<file path="src/rtl/regfile_mp.sv">
// rtl/regfile_mp.sv - two-write, NRD-read register file with write bypass and sequenced clear.
// Define ZERO_REG_EN to hardwire register 0 to zero.
module regfile_mp #(
  parameter int DSIZE = 16,
  parameter int ASIZE = 4,
  parameter int NREG  = 16,
  parameter int NRD   = 2
) (
  input  logic                   clk,
  input  logic                   rst,
  input  logic                   wen0,
  input  logic [ASIZE-1:0]       waddr0,
  input  logic [DSIZE-1:0]       wdata0,
  input  logic                   wen1,
  input  logic [ASIZE-1:0]       waddr1,
  input  logic [DSIZE-1:0]       wdata1,
  input  logic [NRD*ASIZE-1:0]   raddr,
  output logic [NRD*DSIZE-1:0]   rdata,
  output logic                   ready
);

  localparam logic [ASIZE:0] NREG_W = (ASIZE+1)'(NREG);
  localparam logic [ASIZE:0] LAST   = (ASIZE+1)'(NREG - 1);
`ifdef ZERO_REG_EN
  localparam bit ZERO_REG = 1'b1;
`else
  localparam bit ZERO_REG = 1'b0;
`endif

  typedef enum logic {INIT = 1'b0, RUN = 1'b1} state_t;

  state_t           state, state_nxt;
  logic [ASIZE:0]   clr_cnt, clr_cnt_nxt;
  logic             ready_nxt;
  logic [DSIZE-1:0] mem [NREG];

  function automatic logic writable(input logic [ASIZE-1:0] a);
    return ({1'b0, a} < NREG_W) && !(ZERO_REG && (a == '0));
  endfunction

  always_ff @(posedge clk) begin
    if (rst) begin
      state   <= INIT;
      clr_cnt <= '0;
      ready   <= 1'b0;
    end else begin
      state   <= state_nxt;
      clr_cnt <= clr_cnt_nxt;
      ready   <= ready_nxt;
    end
  end

  always_comb begin
    state_nxt   = state;
    clr_cnt_nxt = clr_cnt;
    ready_nxt   = ready;
    case (state)
      INIT: begin
        clr_cnt_nxt = clr_cnt + 1'b1;
        if (clr_cnt == LAST) begin
          state_nxt = RUN;
          ready_nxt = 1'b1;
        end
      end
      RUN:     ;
      default: state_nxt = INIT;
    endcase
  end

  logic we0, we1;
  assign we1 = (state == RUN) && wen1 && writable(waddr1);
  // Port 1 wins a same-address collision, so port 0 is dropped outright.
  assign we0 = (state == RUN) && wen0 && writable(waddr0) && !(we1 && (waddr1 == waddr0));

  // Storage has no reset; it is only cleared by the INIT sweep.
  always_ff @(posedge clk) begin
    if (!rst) begin
      if (state == INIT) begin
        mem[clr_cnt[ASIZE-1:0]] <= '0;
      end else begin
        if (we0) mem[waddr0] <= wdata0;
        if (we1) mem[waddr1] <= wdata1;
      end
    end
  end

  for (genvar k = 0; k < NRD; k++) begin : g_rd
    logic [ASIZE-1:0] a;
    logic [DSIZE-1:0] lane;
    assign a = raddr[k*ASIZE +: ASIZE];

    always_comb begin
      lane = '0;
      if ((state == RUN) && writable(a)) begin
        if (wen1 && (waddr1 == a))      lane = wdata1;
        else if (wen0 && (waddr0 == a)) lane = wdata0;
        else                            lane = mem[a];
      end
    end

    assign rdata[k*DSIZE +: DSIZE] = lane;
  end

endmodule

</file>
<file path="config.mk">
export PLATFORM = sky130hd
export DESIGN_NAME = regfile_mp
export DESIGN_NICKNAME = d
export VERILOG_FILES = /design/src/rtl/regfile_mp.sv
export SDC_FILE = /design/constraint.sdc
export NUM_CORES = 1
export LEC_CHECK = 0
export CORE_ASPECT_RATIO = 0.9
export CORE_MARGIN = 4
export CORE_UTILIZATION = 55
export CTS_CLUSTER_SIZE = 10
export DETAILED_ROUTE_END_ITERATION = 10
export GPL_TIMING_DRIVEN = 0
export PLACE_DENSITY = 0.74
export SLEW_MARGIN = 20
export SYNTH_ARGS = -nofsm -noshare
export SYNTH_HDL_FRONTEND = slang
export SYNTH_SLANG_ARGS = --single-unit
</file>
<file path="constraint.sdc">
create_clock -name clk -period 8.2 [get_ports clk]
set_input_delay 2.46 -clock clk [delete_from_list [all_inputs] [get_ports clk]]
set_output_delay 2.46 -clock clk [all_outputs]
set_load 0.02 [all_outputs]
</file>
==> impl_metrics.env, run 1 <==
export IMPL_outcome="finished with violations"
export IMPL_violations="setup timing"
export IMPL_drive_gt1_share_pct=44.6
export IMPL_whs_endpoint="clr_cnt[4]"
export IMPL_synth_cell_types=51
export IMPL_numPortBuffers=77
export IMPL_clock_sinks=263
export IMPL_start_util_pct=56.1
export IMPL_finalSetupViolCount=1
export IMPL_cts_tree="built"
export IMPL_wl_per_cell_um=33.5
export IMPL_die_x_um=193
export IMPL_crit_fanout=10
export IMPL_ys_seq_elements=263
export IMPL_cts_buffers=31
export IMPL_syn_nets=1190
export IMPL_drt_pass1_iterations=8
export IMPL_critPathSlowestCell="clkdlybuf4s50_1"
export IMPL_gr_total_overflow=0
export IMPL_grt_pass1_wl_um=81200
export IMPL_synthAdderAreaFrac_pct=0.148
export IMPL_crit_path_end_kind="output pin"
export IMPL_grt_max_degree=17
export IMPL_slew_violations=0
export IMPL_placeableCoreArea_um2=30100
export IMPL_regToRegSetupSlack_ns=4.64
export IMPL_grt_total_usage_pct=33.2
export IMPL_slowest_delay_ns=0.67
export IMPL_required_ns=5.74
export IMPL_cp_start_kind="input pin"
export IMPL_rsz0062_at_grt="true"
export IMPL_cts_hold_buf=0
export IMPL_fin_crit_ns=8.24
export IMPL_ant_nets=0
export IMPL_pre_cts_slack_ns=-0.355
export IMPL_drv_cap=0
export IMPL_slew_headroom_pct=21.4
export IMPL_r2r_end="mem[14][7]"
export IMPL_synth_edf_count=256
export IMPL_powerDensity_nw_per_um2=154
export IMPL_cts_max_path_buffers=3
export IMPL_synth_ff_type="edfxtp_1"
export IMPL_n_fill_cell=2114
export IMPL_cts_clk_slew_worst_paths_ns=0.06
export IMPL_cts_htree_levels=1
export IMPL_dieArea_um2=33600
export IMPL_hp_start="clr_cnt[4]"
export IMPL_num_io_pins=85
export IMPL_seq_area_frac_synth_pct=46.4
export IMPL_synthTopCellsByArea="edfxtp_1 (46%), mux4_2 (17%), mux2_2 (16%)"
export IMPL_dr_total_vias=12300
export IMPL_yosys_area_top_type="edfxtp_1"
export IMPL_clock_skew_ns=0.0149
export IMPL_root_buffer="clkbuf_16"
export IMPL_synthSimpleGateAreaFrac_pct=3.92
export IMPL_dp_cells=1634
export IMPL_synthTopCellsByCount="edfxtp_1 (256), mux2_2 (238), mux4_2 (128)"
export IMPL_hold_depth=2
export IMPL_place_area_um2=18700
export IMPL_synth_top_family_by_area="multiplexers"
export IMPL_clock_latency_ns=0.58
export IMPL_finalHoldViolCount=0
export IMPL_worst_slew_pin_slew_ns=1.16
export IMPL_fmax_mhz=121
export IMPL_diodes=0
export IMPL_grt_pass1_vias=12100
export IMPL_fin_cells=1680
export IMPL_synthArstFlopShare_pct=0
export IMPL_postSynthAreaPerCell_um2=14.9
export IMPL_syn_cell_area_um2=16900
export IMPL_fin_hold_ws_ns=0.511
export IMPL_setup_ws_ns=-0.0352
export IMPL_area_growth_syn_to_layout_pct=16.3
export IMPL_die_y_um=174
export IMPL_ir_drop_mv=0.173
export IMPL_final_area_um2=19600
export IMPL_r2r_start="state"
export IMPL_final_util_pct=65.2
export IMPL_num_nets_final=1316
export IMPL_rows=60
export IMPL_synth_compound_area_share_pct=9.75
export IMPL_total_leakage_power_nw=7.00
export IMPL_period_share_pct=100
export IMPL_drc=0
export IMPL_routed_wl_um=56200
export IMPL_rr_worst_depth=6
export IMPL_synth_xor_area_share_pct=1.04
export IMPL_drt_iter0_drc=2072
export IMPL_crit_type="in -> out"
export IMPL_crit_arrival_ns=5.78
export IMPL_cp_cell_sequence="clkdlybuf4s50_1, buf_4, buf_4, mux4_2, a22oi_1, a221oi_1, o32a_1, clkdlybuf4s50_1"
export IMPL_routed_via_density=7.34
export IMPL_hold_path_class="reg -> reg"
export IMPL_gp_congestion=1.02
export IMPL_hpwl_um=40600
export IMPL_antenna_found_initial=1
export IMPL_synth_top_area_share_pct=45.5
export IMPL_yosysWarningCount=0
export IMPL_synth_mux_area_share_pct=34.4
export IMPL_synth_most_common_cell="edfxtp_1"
export IMPL_synthCells=1136
[layout make-up]
cell class / count / area (um^2) / share of cell area (%)
Clock buffer: 43 / 831 / 4.23
Tap cell: 403 / 504 / 2.57
Multi-Input combinational cell: 713 / 8630 / 44.0
Sequential cell: 263 / 7830 / 39.9
Inverter: 22 / 82.6 / 0.421
Timing Repair Buffer: 95 / 1010 / 5.15
Buffer: 136 / 699 / 3.56
Clock inverter: 5 / 38.8 / 0.198
[sequential cells by signal, indices dropped and copies added, names as in the netlist]
name     count
mem        256
clr_cnt      5
ready        1
state        1
[cells by family (layout without fill, tap and decap cells)]
| kind of cell | Yosys count | in the layout |
|---|---|---|
| AOI/OAI and AO/OA | 180 | 180 |
| buffers and inverters | 160 | 301 |
| adders and majority gates | 2 | 2 |
| muxes | 385 | 385 |
| xor gates and xnor gates | 20 | 20 |
| and+or+nand+nor | 126 | 126 |
| DFF | 263 | 263 |
[metal layers]
layer,vias up,part of all wire [%],GRT usage (%)
met5,-,0.12,1.63
met4,2,3.2,9.39
met2,1037,44,47.7
met3,163,15,10.2
li1,4964,-,-
met1,6158,39,49.0
[stage by stage]
step	TNS, ns	power (mW)
after floorplan	0	1.67
final	-0.0352	3.03
after global routing	-0.0493	3.10
after global placement	-6.32	1.78
after CTS	0	3.01
after detailed placement	-7.57	1.80
[repair_timing]
item / CTS / global route
pin swaps: 0 / 0
buffers inserted: 0 / 0
hold endpoints to repair: 0 / 0
resized for setup: 24 / 23
endpoints found under the setup margin: 29 / 30
[critical path: cells and delay by family]
kind / cells / cell delay [ns]
multiplexers: 1 / 0.54
buffers and inverters: 4 / 1.82
AO/OA/AOI/OAI: 3 / 0.94
[worst max-delay path by stage]
stage	start	end	slack, ns	cells after the start
final	raddr[0]	rdata[7]	-0.04	8
after global routing	raddr[0]	rdata[7]	-0.05	8
after CTS	raddr[4]	rdata[23]	0.01	8
after detailed placement	raddr[4]	rdata[29]	-0.35	9
after global placement	raddr[4]	rdata[23]	-0.35	9
after floorplan	raddr[4]	rdata[21]	1.57	7
[layout by cell type, fill, tap and decap left out, types with 6 or more instances in the layout]
master / synthesis / layout
o31ai_4: 0 / 16
clkbuf_2: 2 / 21
nor2_1: 44 / 44
nor3_2: 9 / 11
buf_6: 5 / 13
xnor2_1: 18 / 18
clkbuf_16: 0 / 31
a21oi_1: 9 / 9
a22oi_2: 0 / 8
mux4_2: 128 / 128
mux2_2: 238 / 238
buf_4: 5 / 11
mux2_1: 9 / 9
inv_1: 21 / 21
a22oi_1: 64 / 56
nand2_1: 28 / 28
nor2b_1: 9 / 9
a311oi_4: 9 / 9
a311oi_2: 0 / 6
o32a_1: 32 / 32
a221oi_1: 32 / 32
buf_8: 0 / 10
edfxtp_1: 256 / 256
mux2_4: 9 / 9
clkbuf_1: 70 / 60
buf_2: 50 / 42
dfxtp_1: 7 / 7
clkdlybuf4s50_1: 0 / 77
[where the power goes]
part | internal [mW] | total [mW] | leakage (nW) | switching, mW
clock network | 0.696 | 1.25 | 0.425 | 0.550
registers | 1.47 | 1.48 | 2.78 | 0.00638
logic | 0.112 | 0.307 | 3.80 | 0.196
total | 2.28 | 3.03 | 7.00 | 0.752
Power figures use the tool's default switching activity.
==> run 2, diff against run 1 <==
--- a/config.mk
+++ b/config.mk
@@ -8,6 +8,7 @@
 export CORE_ASPECT_RATIO = 0.9
 export CORE_MARGIN = 4
 export CORE_UTILIZATION = 55
+export CTS_CLUSTER_DIAMETER = 80
 export CTS_CLUSTER_SIZE = 10
 export DETAILED_ROUTE_END_ITERATION = 10
 export GPL_TIMING_DRIVEN = 0
==> impl_metrics.env, run 2 (synthesized netlist as in run 1, its figures left out) <==
export IMPL_drv_cap=0
export IMPL_area_growth_syn_to_layout_pct=16.1
export IMPL_outcome="finished with violations"
export IMPL_slew_headroom_pct=23.8
export IMPL_numPortBuffers=77
export IMPL_p_int_mw=2.25
export IMPL_finalHoldViolCount=0
export IMPL_crit_arrival_ns=5.74
export IMPL_wl_per_cell_um=33.7
export IMPL_met3_length_um=7870
export IMPL_largest_reg_flops=256
export IMPL_finalSetupViolCount=1
export IMPL_post_cts_repair_setup_buffers=0
export IMPL_power_frac_comb_pct=10.2
export IMPL_gr_total_overflow=0
export IMPL_powerDensity_nw_per_um2=153
export IMPL_hpwl_um=40600
export IMPL_clock_skew_ns=0.0215
export IMPL_ir_drop_mv=0.178
export IMPL_grt_pass1_wl_um=81000
export IMPL_violations="setup timing"
export IMPL_ant_nets=0
export IMPL_rows=60
export IMPL_hold_depth=2
export IMPL_cts_tree="built"
export IMPL_clock_sinks=263
export IMPL_r2r_end="mem[14][8]"
export IMPL_fin_tns_setup_ns=-0.00276
export IMPL_dr_total_vias=12300
export IMPL_pre_cts_slack_ns=-0.355
export IMPL_hold_path_class="reg -> reg"
export IMPL_routed_wl_um=56400
export IMPL_die_x_um=193
export IMPL_grt_max_degree=18
export IMPL_switching_share_pct=24.9
export IMPL_final_area_um2=19600
export IMPL_seqPwrFrac_pct=49.3
export IMPL_worst_slew_pin_slew_ns=1.14
export IMPL_routed_via_density=7.37
export IMPL_slew_violations=0
export IMPL_crit_type="in -> out"
export IMPL_p_switching_mw=0.745
export IMPL_required_ns=5.74
export IMPL_cp_start_kind="input pin"
export IMPL_drt_pass1_iterations=7
export IMPL_met2_length_um=24600
export IMPL_place_area_um2=18700
export IMPL_top_register="mem"
export IMPL_placeableCoreArea_um2=30100
export IMPL_die_y_um=174
export IMPL_wl_met1_um=22000
export IMPL_rsz0062_at_grt="false"
export IMPL_cts_buffers=30
export IMPL_hp_start="clr_cnt[4]"
export IMPL_whs_endpoint="clr_cnt[4]"
export IMPL_num_io_pins=85
export IMPL_grt_pass1_vias=12000
export IMPL_total_leakage_power_nw=6.97
export IMPL_drive_gt1_share_pct=44.7
export IMPL_fin_crit_ns=8.20
export IMPL_root_buffer="clkbuf_16"
export IMPL_setup_ws_ns=-0.00276
export IMPL_clock_latency_ns=0.59
export IMPL_start_util_pct=56.1
export IMPL_final_cell_mix="edfxtp_1 (256), mux2_2 (238), mux4_2 (128)"
export IMPL_drc=0
export IMPL_cts_htree_levels=1
export IMPL_fmax_mhz=122
export IMPL_crit_fanout=10
export IMPL_crit_path_end_kind="output pin"
export IMPL_grt_total_usage_pct=33.1
export IMPL_gp_congestion=1.02
export IMPL_reg_largest_list="mem: 256 flops, clr_cnt: 5 flops"
export IMPL_cts_hold_buf=0
export IMPL_power_share_clock_pct=40.4
export IMPL_period_share_pct=100
export IMPL_top_layer_used="met4"
export IMPL_final_common_cell="edfxtp_1"
export IMPL_r2r_start="state"
export IMPL_cts_clk_slew_worst_paths_ns=0.06
export IMPL_drt_iter0_drc=1904
export IMPL_dieArea_um2=33600
export IMPL_rr_worst_depth=6
export IMPL_cts_max_path_buffers=3
export IMPL_num_nets_final=1315
export IMPL_diodes=0
export IMPL_regToRegSetupSlack_ns=4.66
export IMPL_antenna_found_initial=0
==> run 2: changes by cell type in the layout (fill, tap and decap cells not counted), sizes merged <==
cell      before  now
clkbuf       117  112
clkinv         5    2
buf           80   81
clkinvlp       0    1
inv           22   21
==> run 2: final cells by class <==
class / instances / area [um^2]
multi-input combinational: 713 / 8640
inverter: 22 / 82.6
buffer: 136 / 696
clock inverter: 2 / 37.5
timing repair buffer: 95 / 1010
clock buffer: 39 / 795
fill: 2121 / 10500
tap: 403 / 504
sequential: 263 / 7830
==> run 2: worst max path at each step <==
stage	from	to	cells after the start	slack, ns
5_1_grt	raddr[6]	rdata[23]	8	0.004
2_1_floorplan	raddr[4]	rdata[21]	7	1.57
4_1_cts	raddr[4]	rdata[23]	8	0.01
3_3_place_gp	raddr[4]	rdata[23]	9	-0.35
6_report	raddr[4]	rdata[30]	8	-0.003
3_5_place_dp	raddr[4]	rdata[29]	9	-0.35
==> run 2: critical path, cell delays in order <==
cell and delay [ns]:
clkdlybuf4s50_1 0.60, buf_4 0.29, buf_2 0.42, mux4_2 0.56, a22oi_1 0.31, a221oi_1 0.16
o32a_1 0.37, clkdlybuf4s50_1 0.56
==> run 2: power groups by stage <==
stage	combinational, mW	sequential [mW]	clock, mW
after floorplan	0.166	1.50	0
after global placement	0.275	1.51	0
after detailed placement	0.292	1.50	0
after CTS	0.295	1.48	1.21
after global routing	0.317	1.48	1.27
final	0.307	1.48	1.21
==> run 2: repair_timing <==
action,in CTS,in global routing
endpoints found under the setup margin,28,30
resized for setup,24,22
pin swaps,0,0
==> run 2: per-stage QoR <==
step                power, mW  utilization, %  instances  hold slack (ns)
floorplan                1.67               -       1136            0.454
global placement         1.78            60.3       1616            0.480
detailed placement       1.80            62.0       1634            0.486
CTS                      2.98            64.9       1675            0.499
global route             3.06            65.1       1673            0.518
finish                   2.99            65.1       1673            0.509
==> run 2: routing by layer <==
metal | vias to the layer above | track usage (%)
met5 | - | 0
met4 | 0 | 9.77
met3 | 159 | 10.2
met2 | 963 | 47.7
met1 | 6267 | 48.8
li1 | 4944 | -
==> run 3, diff against run 2 <==
--- a/config.mk
+++ b/config.mk
@@ -13,7 +13,6 @@
 export DETAILED_ROUTE_END_ITERATION = 10
 export GPL_TIMING_DRIVEN = 0
 export PLACE_DENSITY = 0.74
-export SLEW_MARGIN = 20
 export SYNTH_ARGS = -nofsm -noshare
 export SYNTH_HDL_FRONTEND = slang
 export SYNTH_SLANG_ARGS = --single-unit
==> impl_metrics.env, run 3 (synthesized netlist as in run 1, its figures left out) <==
export IMPL_outcome="finished with violations"
export IMPL_violations="capacitance limit, slew limit, setup timing"
export IMPL_start_util_pct=56.1
export IMPL_root_buffer="clkbuf_16"
export IMPL_largest_reg_flops=256
export IMPL_gp_congestion=1.02
export IMPL_grt_pass1_wl_um=81600
export IMPL_die_x_um=193
export IMPL_routed_via_density=7.32
export IMPL_total_leakage_power_nw=6.97
export IMPL_grt_pass1_vias=12100
export IMPL_period_share_pct=100
export IMPL_numPortBuffers=77
export IMPL_antenna_found_initial=0
export IMPL_pre_cts_slack_ns=-0.358
export IMPL_fin_cells=1673
export IMPL_crit_type="in -> out"
export IMPL_grt_max_degree=18
export IMPL_crit_path_end_kind="output pin"
export IMPL_final_common_cell="edfxtp_1"
export IMPL_num_io_pins=85
export IMPL_die_y_um=174
export IMPL_routed_wl_um=56500
export IMPL_worst_slew_pin_slew_ns=1.49
export IMPL_clock_sinks=263
export IMPL_diodes=0
export IMPL_top_register="mem"
export IMPL_grt_total_usage_pct=33.4
export IMPL_dp_cells=1632
export IMPL_ant_nets=0
export IMPL_hpwl_um=40600
export IMPL_drt_pass1_iterations=8
export IMPL_reg_largest_list="mem: 256 flops, clr_cnt: 5 flops"
export IMPL_area_growth_syn_to_layout_pct=15.9
export IMPL_finalHoldViolCount=0
export IMPL_rows=60
export IMPL_cts_buffers=30
export IMPL_crit_fanout=10
export IMPL_fin_hold_ws_ns=0.508
export IMPL_dr_total_vias=12300
export IMPL_cts_tree="built"
export IMPL_cts_max_path_buffers=3
export IMPL_wl_per_cell_um=33.8
export IMPL_place_area_um2=18600
export IMPL_cts_hold_buf=0
export IMPL_cts_clk_slew_worst_paths_ns=0.06
export IMPL_fin_tns_setup_ns=-0.0736
export IMPL_cp_start_kind="input pin"
export IMPL_drv_cap=1
export IMPL_required_ns=5.74
export IMPL_slew_headroom_pct=-0.479
export IMPL_drc=0
export IMPL_placeableCoreArea_um2=30100
export IMPL_gr_total_overflow=0
export IMPL_powerDensity_nw_per_um2=153
export IMPL_slew_violations=1
export IMPL_hold_path_class="reg -> reg"
export IMPL_setup_ws_ns=-0.0325
export IMPL_clock_skew_ns=0.0339
export IMPL_p_total_mw=2.99
export IMPL_cts_htree_levels=1
export IMPL_dieArea_um2=33600
export IMPL_finalSetupViolCount=4
export IMPL_final_util_pct=65.0
export IMPL_drt_iter0_drc=2058
export IMPL_ir_drop_mv=0.158
export IMPL_num_nets_final=1315
export IMPL_fmax_mhz=121
export IMPL_clock_latency_ns=0.60
export IMPL_rsz0062_at_grt="true"
export IMPL_final_area_um2=19600
export IMPL_fin_crit_ns=8.23
export IMPL_drive_gt1_share_pct=43.9
export IMPL_final_cell_mix="edfxtp_1 (256), mux2_2 (238), mux4_2 (128)"
export IMPL_crit_arrival_ns=5.77
==> run 3: changes by cell type in the layout (fill, tap and decap cells not counted), moves of 2 or more <==
cell and delta:
a22oi_1 +3, a311oi_2 -6, buf_6 -7, buf_16 +2
clkbuf_4 +2, a22oi_2 -3, buf_8 +3, a311oi_1 +6
clkbuf_1 +2
==> run 3: path summary, 6_finish.rpt <==
check        startpoint  slack, ns         end  cells after the start
max            raddr[6]      -0.03   rdata[23]                      8
max reg2reg       state       4.77  mem[12][9]                      6
min reg2reg  clr_cnt[4]       0.51  clr_cnt[4]                      2
min          clr_cnt[4]       0.51  clr_cnt[4]                      2
==> run 3: what timing repair did <==
| action | in CTS | in global routing |
|---|---|---|
| pin swaps | 0 | 0 |
| gates resized for setup | 22 | 24 |
| setup endpoints to repair | 29 | 29 |
| buffers inserted | 0 | 0 |
==> run 3: power by group <==
group          internal [mW]  total, mW  switching, mW
sequential              1.47       1.48        0.00658
combinational          0.112      0.306          0.194
clock                  0.661       1.21          0.548
total                   2.24       2.99          0.749
==> run 3: worst max-delay path, stage by stage <==
cell and delay (ns):
clkdlybuf4s50_1 0.68, nor2b_1 0.18, clkbuf_1 0.45, clkbuf_2 0.44, a22oi_1 0.23, a221oi_1 0.45
o32a_1 0.26, clkdlybuf4s50_1 0.62
==> run 3: area by class of cell <==
cell class | instances | area [um^2]
multi-input combinational | 713 | 8580
timing repair buffer | 94 | 1040
tap | 403 | 504
sequential | 263 | 7830
clock inverter | 2 | 38.8
clock buffer | 39 | 785
fill | 2146 | 10500
buffer | 137 | 704
inverter | 22 | 82.6
==> run 3: metal layers <==
layer / track usage, % / up-vias / share of wire (%)
met3: 10.7 / 142 / 14
met2: 49.4 / 969 / 44
met5: 0 / - / 0
met4: 8.05 / 0 / 3.1
met1: 48.5 / 6198 / 39
li1: - / 4945 / -
